<file path="src/rtl/auction_pkg.sv">
`default_nettype none
// ============================================================================
// Module      : auction_pkg
// Description : Shared types and constants for the sealed-bid auction block.
// Revision    : 1.0 - initial release
// ============================================================================
package auction_pkg;

    localparam int         NBIDDERS  = 10;
    localparam logic [3:0] NO_WINNER = 4'hF;

    // Controller states, 2-bit encoding
    typedef enum logic [1:0] {
        S_IDLE    = 2'd0,
        S_COLLECT = 2'd1,
        S_EVAL    = 2'd2,
        S_AWARD   = 2'd3
    } state_e;

endpackage : auction_pkg
`default_nettype wire

</file>
<file path="src/rtl/bid_argmax10.sv">
`default_nettype none
// ============================================================================
// Module      : bid_argmax10
// Description : Combinational argmax over 10 bids; only eligible bidders are
//               considered and equal maxima resolve to the lowest index.
// Revision    : 1.0 - initial release
// ============================================================================
module bid_argmax10
    import auction_pkg::*;
#(
    parameter int bW = 17
) (
    input  logic [NBIDDERS*bW-1:0] bids,
    input  logic [NBIDDERS-1:0]    eligible,
    output logic [3:0]             winner,
    output logic [bW-1:0]          max_val
);

    logic [3:0]    w_best_idx;
    logic [bW-1:0] w_best_val;
    logic          w_found;

    // Linear scan; strict '>' keeps the earliest index on ties
    always_comb begin
        w_best_idx = NO_WINNER;
        w_best_val = '0;
        w_found    = 1'b0;
        for (int i = 0; i < NBIDDERS; i++) begin
            if (eligible[i] && (!w_found || (bids[i*bW +: bW] > w_best_val))) begin
                w_best_idx = 4'(i);
                w_best_val = bids[i*bW +: bW];
                w_found    = 1'b1;
            end
        end
    end

    assign winner  = w_best_idx;
    assign max_val = w_best_val;

endmodule : bid_argmax10
`default_nettype wire

</file>
<file path="src/rtl/auction_ctrl.sv">
`default_nettype none
// ============================================================================
// Module      : auction_ctrl
// Description : Ten-bidder auction controller: opens a bid window on start,
//               accepts one bid per bidder, selects the highest bid and
//               presents the award with valid/ready handshaking.
// Revision    : 1.0 - initial release
// ============================================================================
module auction_ctrl
    import auction_pkg::*;
#(
    parameter int bW     = 17,
    parameter int WINDOW = 16
) (
    input  logic                   clk,
    input  logic                   rst,
    input  logic                   start,
    input  logic [NBIDDERS-1:0]    bid_valid,
    input  logic [NBIDDERS*bW-1:0] bid_data,
    output logic [NBIDDERS-1:0]    bid_ready,
    output logic                   award_valid,
    input  logic                   award_ready,
    output logic [3:0]             award_winner,
    output logic [bW-1:0]          award_price,
    output logic                   no_bids,
    output logic                   busy
);

    localparam logic [7:0] C_CNT_LOAD = 8'(WINDOW - 1);

    state_e                 r_state;
    state_e                 w_state_nxt;
    logic [7:0]             r_cnt;
    logic [NBIDDERS-1:0]    r_received;
    logic [NBIDDERS*bW-1:0] r_bids;
    logic                   r_busy;
    logic                   r_award_valid;
    logic [3:0]             r_award_winner;
    logic [bW-1:0]          r_award_price;
    logic                   r_no_bids;

    logic [NBIDDERS-1:0]    w_xfer;
    logic [NBIDDERS-1:0]    w_recv_nxt;
    logic [3:0]             w_winner;
    logic [bW-1:0]          w_max_val;

    // Each bidder is offered exactly one slot per auction
    assign bid_ready  = (r_state == S_COLLECT) ? ~r_received : '0;
    assign w_xfer     = bid_valid & bid_ready;
    assign w_recv_nxt = r_received | w_xfer;

    bid_argmax10 #(
        .bW (bW)
    ) u_argmax (
        .bids     (r_bids),
        .eligible (r_received),
        .winner   (w_winner),
        .max_val  (w_max_val)
    );

    // Next-state decode; window closes on counter expiry or when all have bid
    always_comb begin
        w_state_nxt = r_state;
        case (r_state)
            S_IDLE:    if (start) w_state_nxt = S_COLLECT;
            S_COLLECT: if ((r_cnt == 8'd0) || (&w_recv_nxt)) w_state_nxt = S_EVAL;
            S_EVAL:    w_state_nxt = S_AWARD;
            S_AWARD:   if (award_ready) w_state_nxt = S_IDLE;
            default:   w_state_nxt = S_IDLE;
        endcase
    end

    // State register with busy tracked alongside so it is a clean flop output
    always_ff @(posedge clk or posedge rst) begin
        if (rst) begin
            r_state <= S_IDLE;
            r_busy  <= 1'b0;
        end else begin
            r_state <= w_state_nxt;
            r_busy  <= (w_state_nxt != S_IDLE);
        end
    end

    // Window counter, received flags and captured bid values
    always_ff @(posedge clk or posedge rst) begin
        if (rst) begin
            r_cnt      <= '0;
            r_received <= '0;
            r_bids     <= '0;
        end else if (r_state == S_IDLE) begin
            if (start) begin
                r_cnt      <= C_CNT_LOAD;
                r_received <= '0;
                r_bids     <= '0;
            end
        end else if (r_state == S_COLLECT) begin
            if (r_cnt != 8'd0) r_cnt <= r_cnt - 8'd1;
            r_received <= w_recv_nxt;
            for (int i = 0; i < NBIDDERS; i++) begin
                if (w_xfer[i]) r_bids[i*bW +: bW] <= bid_data[i*bW +: bW];
            end
        end
    end

    // Award payload is captured in EVAL and held until the consumer takes it
    always_ff @(posedge clk or posedge rst) begin
        if (rst) begin
            r_award_valid  <= 1'b0;
            r_award_winner <= 4'h0;
            r_award_price  <= '0;
            r_no_bids      <= 1'b0;
        end else begin
            r_award_valid <= (w_state_nxt == S_AWARD);
            if (r_state == S_EVAL) begin
                r_award_winner <= w_winner;
                r_award_price  <= w_max_val;
                r_no_bids      <= ~(|r_received);
            end
        end
    end

    assign award_valid  = r_award_valid;
    assign award_winner = r_award_winner;
    assign award_price  = r_award_price;
    assign no_bids      = r_no_bids;
    assign busy         = r_busy;

endmodule : auction_ctrl
`default_nettype wire

</file>
<file path="config.mk">
export PLATFORM = sky130hd
export DESIGN_NAME = auction_ctrl
export DESIGN_NICKNAME = d
export VERILOG_FILES = /design/src/rtl/auction_pkg.sv /design/src/rtl/bid_argmax10.sv /design/src/rtl/auction_ctrl.sv
export SDC_FILE = /design/constraint.sdc
export NUM_CORES = 1
export LEC_CHECK = 0
export CORE_UTILIZATION = 56
export CTS_CLUSTER_DIAMETER = 200
export DETAILED_ROUTE_END_ITERATION = 16
export GPL_TIMING_DRIVEN = 0
export HOLD_SLACK_MARGIN = 0.15
export PLACE_DENSITY = 0.8
export RECOVER_POWER = 25
export SLEW_MARGIN = 20
export SYNTH_ARGS = -nofsm -noshare
export SYNTH_HDL_FRONTEND = slang
export SYNTH_SLANG_ARGS = --single-unit
</file>
<file path="constraint.sdc">
create_clock -name clk -period 25.4 [get_ports clk]
set_input_delay 7.62 -clock clk [delete_from_list [all_inputs] [get_ports clk]]
set_output_delay 7.62 -clock clk [all_outputs]
set_load 0.03 [all_outputs]
</file>
=== After elaboration in Yosys (flattened, before gate mapping) ===
Index checks and enable logic that the tools add are counted.

* $add $sub $neg: 1
* $mul: 0
* Div/mod/pow operators: 0
* Magnitude comparators: 9
* Equal/unequal tests: 5
* Shifts and indexed selects: 0
* Mux-type cells: 54
* Bitwise logic cells: 4
* Reduce and logical (&&, ||, !) cells: 58

{| class="wikitable"
|+ Operators with widths
! operator !! number
|-
| 170-bit two-way mux || 3
|-
| 17-bit two-way mux || 20
|-
| 17-bit greater-than comparator || 9
|-
| 10-bit two-way mux || 4
|-
| 4-bit two-way mux || 10
|-
| 3-bit AND reduction || 11
|-
| 8-bit two-way mux || 4
|-
| 2-bit nonzero test || 13
|-
| 10-bit bitwise AND || 1
|-
| 1-bit logical OR || 10
|-
| 10-bit NOT || 1
|-
| 10-bit OR || 1
|-
| 10-bit AND reduction || 1
|-
| 10-bit OR reduction || 1
|-
| 1-bit logical AND || 9
|-
| 1-bit logical NOT || 9
|-
| 1-bit two-way mux || 9
|-
| 8-bit logical NOT || 1
|-
| 2-bit one-hot mux with 4 select lines || 1
|-
| 8-bit nonzero test || 1
|-
| 8-bit by 1-bit subtractor with 8-bit output, second input constant || 1
|-
| 2-bit == test, second input constant || 3
|-
| 2-bit two-way mux || 3
|-
| 2-bit by 1-bit == test with 1-bit output, second input constant || 1
|-
| other kinds (4) || 4
|}

* Bits in registers: 214
* Bits in latches: 0
* Memory bits (writable): 0
* ROM bits: 0
* Bits of input ports: 184
* Logic and storage cells: 149
* Memories: 0

=== Depth between registers and ports, before layout ===
* Depth in word-level cells: 37
* Mapped depth: 102

=== Cells and area by module ===
Synthesis repeated with hierarchy kept, for this count alone.

* Cell total of the unflattened synthesis: 1812
* Area total of the unflattened synthesis: 14769.2 sq um

{| class="wikitable"
|+ Modules (own cells, without submodules)
! module !! times used !! cells an instance !! area each (sq um)
|-
| auction_ctrl || 1 || 927 || 8657.1
|-
| bid_argmax10 || 1 || 885 || 6112.1
|}

=== Least setup slack after synthesis ===
No wires, ideal clock.

* Path kind: register -> register
* Start point: reg r_received[0]
* End point: reg r_award_price[10] (netlist: award_price[10])
* Library setup time: 0.066 ns
* Data arrival time: 20.287 ns
* Data required time: 25.334 ns
* Setup slack: 5.046 ns
* Stages on the path, launching flop included: 97
* Path buffers: 16
* Clock period less this slack: 20.354 ns
* Cells stage by stage: dfrtp_1 -> buf_2 -> clkbuf_1 -> nand2_1 -> ha_1 -> a21o_1 -> a221o_1 -> a2111oi_0 -> o21ai_1 -> and2_1 -> buf_6 -> o21ai_1 -> inv_1 -> ha_1 -> a211oi_1 -> o221ai_1 -> a2111oi_0 -> o211ai_1 -> (+61 left out) -> o21ai_0 -> o21ai_1 -> clkbuf_1 -> nor2_1 -> clkbuf_1 -> a21oi_1 -> ha_1 -> nor2b_1 -> o21a_1 -> o21a_1 -> o21a_1 -> o21ai_0 -> a31oi_1 -> o31ai_1 -> nand2_1 -> nor3_1 -> clkbuf_1 -> a221o_1

* Cells in the longest elaborated chain, start to end: 37

{| class="wikitable"
|+ RTL lines
! item !! line !! source
|-
| from (decl) || auction_ctrl.sv:34 || <nowiki>logic [NBIDDERS-1:0] r_received;</nowiki>
|-
| from (signal assigned) || auction_ctrl.sv:98 || <nowiki>r_received <= w_recv_nxt;</nowiki>
|-
| 17-bit two-way mux or 1-bit two-way mux (tied branches) || bid_argmax10.sv:29 || <nowiki>if (eligible[i] && (!w_found || (bids[i*bW +: bW] > w_best_val))) begin</nowiki>
|-
| 17-bit greater-than comparator or 1-bit logical NOT (tied branches) || bid_argmax10.sv:29 ||
|-
| 1-bit logical OR || bid_argmax10.sv:29 ||
|-
| 1-bit logical AND || bid_argmax10.sv:29 ||
|-
| 17-bit two-way mux or 1-bit two-way mux (tied branches) || bid_argmax10.sv:29 ||
|-
| 17-bit greater-than comparator or 1-bit logical NOT (tied branches) || bid_argmax10.sv:29 ||
|-
| 1-bit logical OR || bid_argmax10.sv:29 ||
|-
| 1-bit logical AND || bid_argmax10.sv:29 ||
|-
| (+21 left out) || - ||
|-
| 17-bit greater-than comparator or 1-bit logical NOT (tied branches) || bid_argmax10.sv:29 ||
|-
| 1-bit logical OR || bid_argmax10.sv:29 ||
|-
| 1-bit logical AND || bid_argmax10.sv:29 ||
|-
| 17-bit two-way mux or 1-bit two-way mux (tied branches) || bid_argmax10.sv:29 ||
|-
| 17-bit greater-than comparator or 1-bit logical NOT (tied branches) || bid_argmax10.sv:29 ||
|-
| 1-bit logical OR || bid_argmax10.sv:29 ||
|-
| 1-bit logical AND || bid_argmax10.sv:29 ||
|-
| 17-bit two-way mux * || bid_argmax10.sv:29 ||
|-
| to (signal assigned) || auction_ctrl.sv:116 || <nowiki>r_award_price <= w_max_val;</nowiki>
|-
| to (decl) || auction_ctrl.sv:39 || <nowiki>logic [bW-1:0] r_award_price;</nowiki>
|}

Every way passes the cells marked *; elsewhere a longest branch is shown, timed or not.
A chain may end at the register's enable or synchronous reset.

=== Worst setup path in the final report ===
* Start point: reg r_received[0]
* End point: reg r_award_price[16] (netlist: award_price[16])

Same word-level chain as after synthesis.

==> flow_summary.toml <==
[grt]
grt_pass1_vias = 14200
overflow = 0
grt_pass1_wl_um = 77800
antenna_found_initial = 0
grt_max_degree = 105
track_usage_pct = 37.8

[placement]
io_buffers = 217
dp.cells = 2292
hpwl_um = 38300
gp_congestion = 0.957

[route]
routed.top_layer = "met4"
wl_met3_um = 3860
route.met2.wl_um = 21800
wl_met1_um = 21900
firstDrtPassIters = 6
route.detailed.drc = 0
via_per_inst = 6.15
routed_wl_um = 49500
vias = 14400
drt_iter0_drc = 1412
avgRoutedWirePerCell_um = 21.2
drt.antenna.violating_nets = 0

[timing]
relSlewSlack_pct = -112
max_freq_mhz = 41.7
fin_skew_ns = 0.0137
fin_crit_sh_pct = 94.5
setup_viol = 0
hold_violations = 0
drv_slew = 113
grt_setup_unrepaired = "false"
tightest_slew_ns = 3.19
period_minus_slack_ns = 24.01

[clocking]
clock_latency_ns = 0.55
cts_buffers = 26
cts_tree = "done"
clock_path_buffers = 3
cts_sinks = 214
ctsHoldBuffers = 0
path_clk_slew_ns = 0.07
cts_max_level = 1
clockRootBuffer = "clkbuf_16"

[floorplan]
initial_core_util_pct = 57.6
io_pins = 218
die_x_um = 164
core_um2 = 25500
core.rowCount = 58
die-area_um2 = 26900
die_h_um = 164

[synthesis]
ys_seq_area_share_pct = 36.5
yosys-top-cells-count = "384 x nand2_1, 214 x dfrtp_1, 180 x o21ai_0"
synthCells = 1743
synth_ff_type = "dfrtp_1"
async_flop_share_pct = 100
synth-edff-count = 0
ys_top_cells_by_area = "dfrtp_1 36%, ha_1 13%, nand2_1 9.8%"
avgSynthCellArea_um2 = 8.42
syn_nets = 2080
yosysMostFrequentCell = "nand2_1"
synth-seq-cells = 214
synth_top_area_share_pct = 36.5
synth_area_um2 = 14700
synth_largest_area_cell = "dfrtp_1"
synthDistinctLibCells = 67
synth_warnings = 0

[worst_hold_path]
hold_end = "no_bids"
hold_start = "no_bids"
hp-class = "flop to flop"
holdPathStages = 2

[setup_path]
timing.rr.start = "r_received[0]"
cp.required_ns = 25.81
critical-path-slowest-cell = "a2111oi_1"
crit_path_start_kind = "flop"
crit_fanout = 10
ff2ff_setup_slack_ns = 1.39
critical_path_class = "flop to flop"
slowest_delay_ns = 0.52
r2r-end = "award_price[16]"
critPathArrivalTime_ns = 24.41
path_common_cell = "o21a_1"
worstSetupEndpointType = "flop"
reg2regPathDepth = 98

[run]
max_cap_violations = 2

[final_layout]
diodes = 0
layout-drive-gt1-share_pct = 5.72
nets = 2327
instances_no_fill = 2340
area_growth_pct = 24.8

[outcome]
outcome = "complete, but fails checks"
violations = "max-capacitance violations, max-slew violations"
critical path: cells and delay by family (launching register included):
kind / cells / cell delay [ns]
fa+ha+maj: 9 / 2.57
compound gates: 51 / 11.73
simple gates: 17 / 3.45
buf+inv: 18 / 4.75
flops: 1 / 0.31
mux: 3 / 0.96
how the worst max path moves through the flow:
stage	from	slack [ns]	to	cells past startpoint
floorplan	r_received[0]	5.05	award_price[10]	96
global placement	r_received[0]	-0.43	award_price[7]	97
detailed placement	r_received[0]	-0.75	award_price[6]	97
CTS	r_received[0]	0.17	award_price[6]	97
global route	r_received[0]	0.02	award_price[16]	98
finish	r_received[0]	1.39	award_price[16]	98
cells by family after synthesis:
logic type | count (synthesis) | synth area share [%]
flip-flops | 214 | 36.5
adder cells (fa/ha/maj) | 153 | 13.0
multiplexers | 64 | 5.12
AO/OA/AOI/OAI | 491 | 21.5
AND/OR/NAND/NOR | 605 | 17.8
XOR/XNOR | 5 | 0.298
buffers and inverters | 211 | 5.68
cells in the final DEF, fill, tap and decap left out, types with 4 or more instances in the layout:
| cell | netlist | layout |
|---|---|---|
| a211oi_1 | 12 | 12 |
| a21o_1 | 26 | 26 |
| a21oi_1 | 76 | 75 |
| a221o_1 | 29 | 29 |
| a31oi_1 | 4 | 4 |
| and2_1 | 14 | 13 |
| and3_1 | 11 | 11 |
| buf_2 | 5 | 5 |
| bufinv_16 | 0 | 5 |
| clkbuf_1 | 94 | 90 |
| clkbuf_16 | 0 | 26 |
| clkbuf_2 | 0 | 9 |
| clkbuf_8 | 0 | 8 |
| clkdlybuf4s50_1 | 0 | 213 |
| dfrtp_1 | 214 | 214 |
| dlygate4sd3_1 | 0 | 4 |
| ha_1 | 153 | 153 |
| inv_1 | 103 | 102 |
| mux2_2 | 16 | 16 |
| mux2i_1 | 40 | 40 |
| mux2i_4 | 7 | 7 |
| nand2_1 | 384 | 384 |
| nand2b_1 | 9 | 9 |
| nand3_1 | 33 | 33 |
| nand4_1 | 27 | 27 |
| nor2_1 | 63 | 62 |
| nor2b_1 | 9 | 9 |
| nor3_1 | 27 | 26 |
| nor4_1 | 5 | 5 |
| o211ai_1 | 7 | 7 |
| o21a_1 | 33 | 33 |
| o21ai_0 | 180 | 180 |
| o21ai_1 | 10 | 9 |
| o21ai_2 | 7 | 8 |
| o31ai_1 | 63 | 62 |
| or2_2 | 4 | 4 |
| or3_1 | 4 | 4 |
| or4_1 | 6 | 6 |
final cells by class:
class / count / area (µm²)
plain buffers: 107 / 454
clock buffers: 37 / 772
flip-flops and latches: 214 / 5360
clock inverters: 11 / 206
inverters: 104 / 392
repair buffers: 219 / 2200
well taps: 330 / 413
fillers: 2069 / 7160
multi-input cells: 1318 / 8520
metal layers:
| layer | GRT usage, % | up-vias |
|---|---|---|
| met5 | 0 | - |
| met3 | 5.68 | 118 |
| met4 | 13.1 | 0 |
| met2 | 58.8 | 680 |
| li1 | - | 6661 |
| met1 | 53.4 | 6936 |
registers in the layout (all words and copies together) (netlist names):
name          cells
award_valid       1
busy              1
r_state           2
r_bids          170
award_price      17
award_winner      4
r_received       10
r_cnt             8
no_bids           1
stage by stage:
step                utilization, %  worst slack, ns  hold slack [ns]  TNS (ns)  area, µm²
finish                        71.9             1.39            0.494         0      18300
global route                  71.9           0.0187            0.521         0      18300
CTS                           71.9            0.170            0.493         0      18300
detailed placement            68.0           -0.754            0.474     -9.55      17300
global placement              67.8           -0.427            0.478     -4.36      17300
floorplan                        -             5.05            0.468         0      14700
what timing repair did:
item | in CTS | in global routing
hold endpoints to repair | 0 | 0
gates resized for setup | 4 | 19
setup buffers | 0 | 0
endpoints found under the setup margin | 20 | 21
pin swaps | 0 | 0
Power is left out: the tool's default activity adds up to more than one toggle a clock period on the data nets, which glitch-free logic cannot reach.
==> RTL change, RTL diff (same settings) <==
The package constant `NBIDDERS` goes from 10 to 11.
--- a/src/rtl/auction_pkg.sv
+++ b/src/rtl/auction_pkg.sv
@@ -6,7 +6,7 @@
 // ============================================================================
 package auction_pkg;
 
-    localparam int         NBIDDERS  = 10;
+    localparam int         NBIDDERS  = 11;
     localparam logic [3:0] NO_WINNER = 4'hF;
 
     // Controller states, 2-bit encoding
Interface: changed (resized bid_data, bid_ready and bid_valid); port bits go from 218 to 237. No check against the original RTL was run, so the function may have changed too.
==> RTL change against the unedited design <==
  * The run still ends with capacitance limit, slew limit left
  * Routed wire length rose by 3.8%
  * Cell count grew 10%
  * Design area increased by 10%
  * Setup slack got worse by 0.39 ns
  * Sequential cell count rose by 18
  * Global-route usage down 2.8 points
  * Area after synthesis increased by 9.8%
  * Die area up 9.7%
  * Critical path type unchanged
Power is not shown: default switching activity piles up to over one toggle a cycle in this logic, so the estimate is an artifact.
==> RTL change: results (changes against the unedited design) <==
Via count - 15386 (+6.9%)
Top reg by flops - r_bids
Vias in the first global route - 14848 (+4.3%)
Initial antenna violation count - 0 (unchanged)
Post-CTS Setup Bufs - 4 (+4)
Antenna Cells - 0 (unchanged)
DRT iter0 DRCs - 1316 (-6.8%)
CTS buffer count - 26 (unchanged)
List of most frequent post-synthesis cells - nand2_1, dfrtp_1, o21ai_0
Largest net degree at the start of global routing - 98 (-6.7%)
Sequential-to-total area share from yosys stat - 36.0% (-0.47 points)
PostCTS Resize Cnt - 28 (+24)
Place WS - -3.28 ns (-2.53 ns)
Synth top area cells - dfrtp_1, ha_1, nand2_1, o21ai_0, mux2i_1
Post-DP Area - 0.0190 mm2 (+9.8%)
Asr flop ratio synth - 100% (unchanged)
Status - complete, but fails checks
Final WL - 51.4 mm (+3.8%)
Nets - 2556 (+9.8%)
Max Cap Viol - 2 (unchanged)
Clk buf depth - 3 (unchanged)
Yosys warns - 0 (unchanged)
Critical path fanouts, max - 10 (unchanged)
First-pass GRT wire length - 79.2 mm (+1.8%)
Port bufs - 236 (+8.8%)
Via density - 5.96 (-3.2%)
Worst path max stage delay - 0.60 ns (+0.08 ns)
Share of cells above drive strength 1 - 8.93% (+3.2 points)
Synthesized Nets - 2276 (+9.4%)
Final Skew - 0.0102 ns (-0.00342 ns)
Slowest cell on crit path - or4_1
Failing checks - capacitance limit, slew limit
DP HPWL - 40.4 mm (+5.3%)
Tightest Hold Check Type - flip-flop to flip-flop
CTS Root Cell - clkbuf_16
Worst-path clk slew - 0.06 ns
Gpl congestion - 0.966 (+1.0%)
First-pass DRT Iterations - 6 (unchanged)
Placed insts - 2521 (+10%)
Worst-Skew Late Latency - 0.55 ns (about the same)
Max reg flops - 187 (+10%)
CP arrival - 24.82 ns (+0.41 ns)
Total GRT Usage - 34.9% (-2.8 points)
Layout filler cell count - 2279 (+10%)
H-Tree Level Count - 1 (unchanged)
Synth Area per Inst - 8.46 um2 (+0.50%)
Synth cell types - 71 (+6.0%)
Max_slew headroom - -262% (-150 points)
Fin. max-slew vios - 146 (+29%)
[RTL change: metal layers]
layer | global-route usage (%) | vias to the layer above | wire [um]
met1 | 47.1 | 7386 | 21900
met4 | 16.5 | 0 | 2530
met3 | 4.07 | 126 | 3470
li1 | - | 7223 | -
met5 | 0 | - | 0
met2 | 56.0 | 651 | 23500
[RTL change: worst max-delay path: cells and delay by family, from the launching register on]
family / cells / cell delay [ns]
adder cells (fa/ha/maj): 10 / 3.01
AO/OA/AOI/OAI: 57 / 11.29
flip-flops: 1 / 0.31
multiplexers: 6 / 1.73
AND/OR/NAND/NOR: 17 / 3.90
buffers and inverters: 18 / 3.95
[RTL change: cells by family after synthesis]
group / after synthesis / synth area share [%]
adder cells (fa/ha/maj): 169 / 13.1
XOR/XNOR: 4 / 0.217
flip-flops: 232 / 36.0
buffers and inverters: 204 / 4.96
AO/OA/AOI/OAI: 520 / 21.3
multiplexers: 102 / 6.64
AND/OR/NAND/NOR: 674 / 17.7
[RTL change: final cells by class]
class | instances | area (um2) | share of cell area, %
clock buffers | 37 | 773 | 3.82
repair buffers | 252 | 2500 | 12.3
flip-flops and latches | 232 | 5810 | 28.7
inverters | 96 | 362 | 1.79
plain buffers | 108 | 495 | 2.45
clock inverters | 11 | 205 | 1.01
well taps | 378 | 473 | 2.34
multi-input cells | 1469 | 9620 | 47.5
[RTL change: worst paths after layout]
check,from,end,slack [ns],depth (start not counted)
max,r_received[0],award_price[8],1.00,108
min,r_cnt[0],r_cnt[0],0.53,1
max reg2reg,r_received[0],award_price[8],1.00,108
min reg2reg,r_cnt[0],r_cnt[0],0.53,1
max in group asynchronous,rst,r_bids[89],11.41,3
min in group asynchronous,rst,r_bids[7],8.05,2
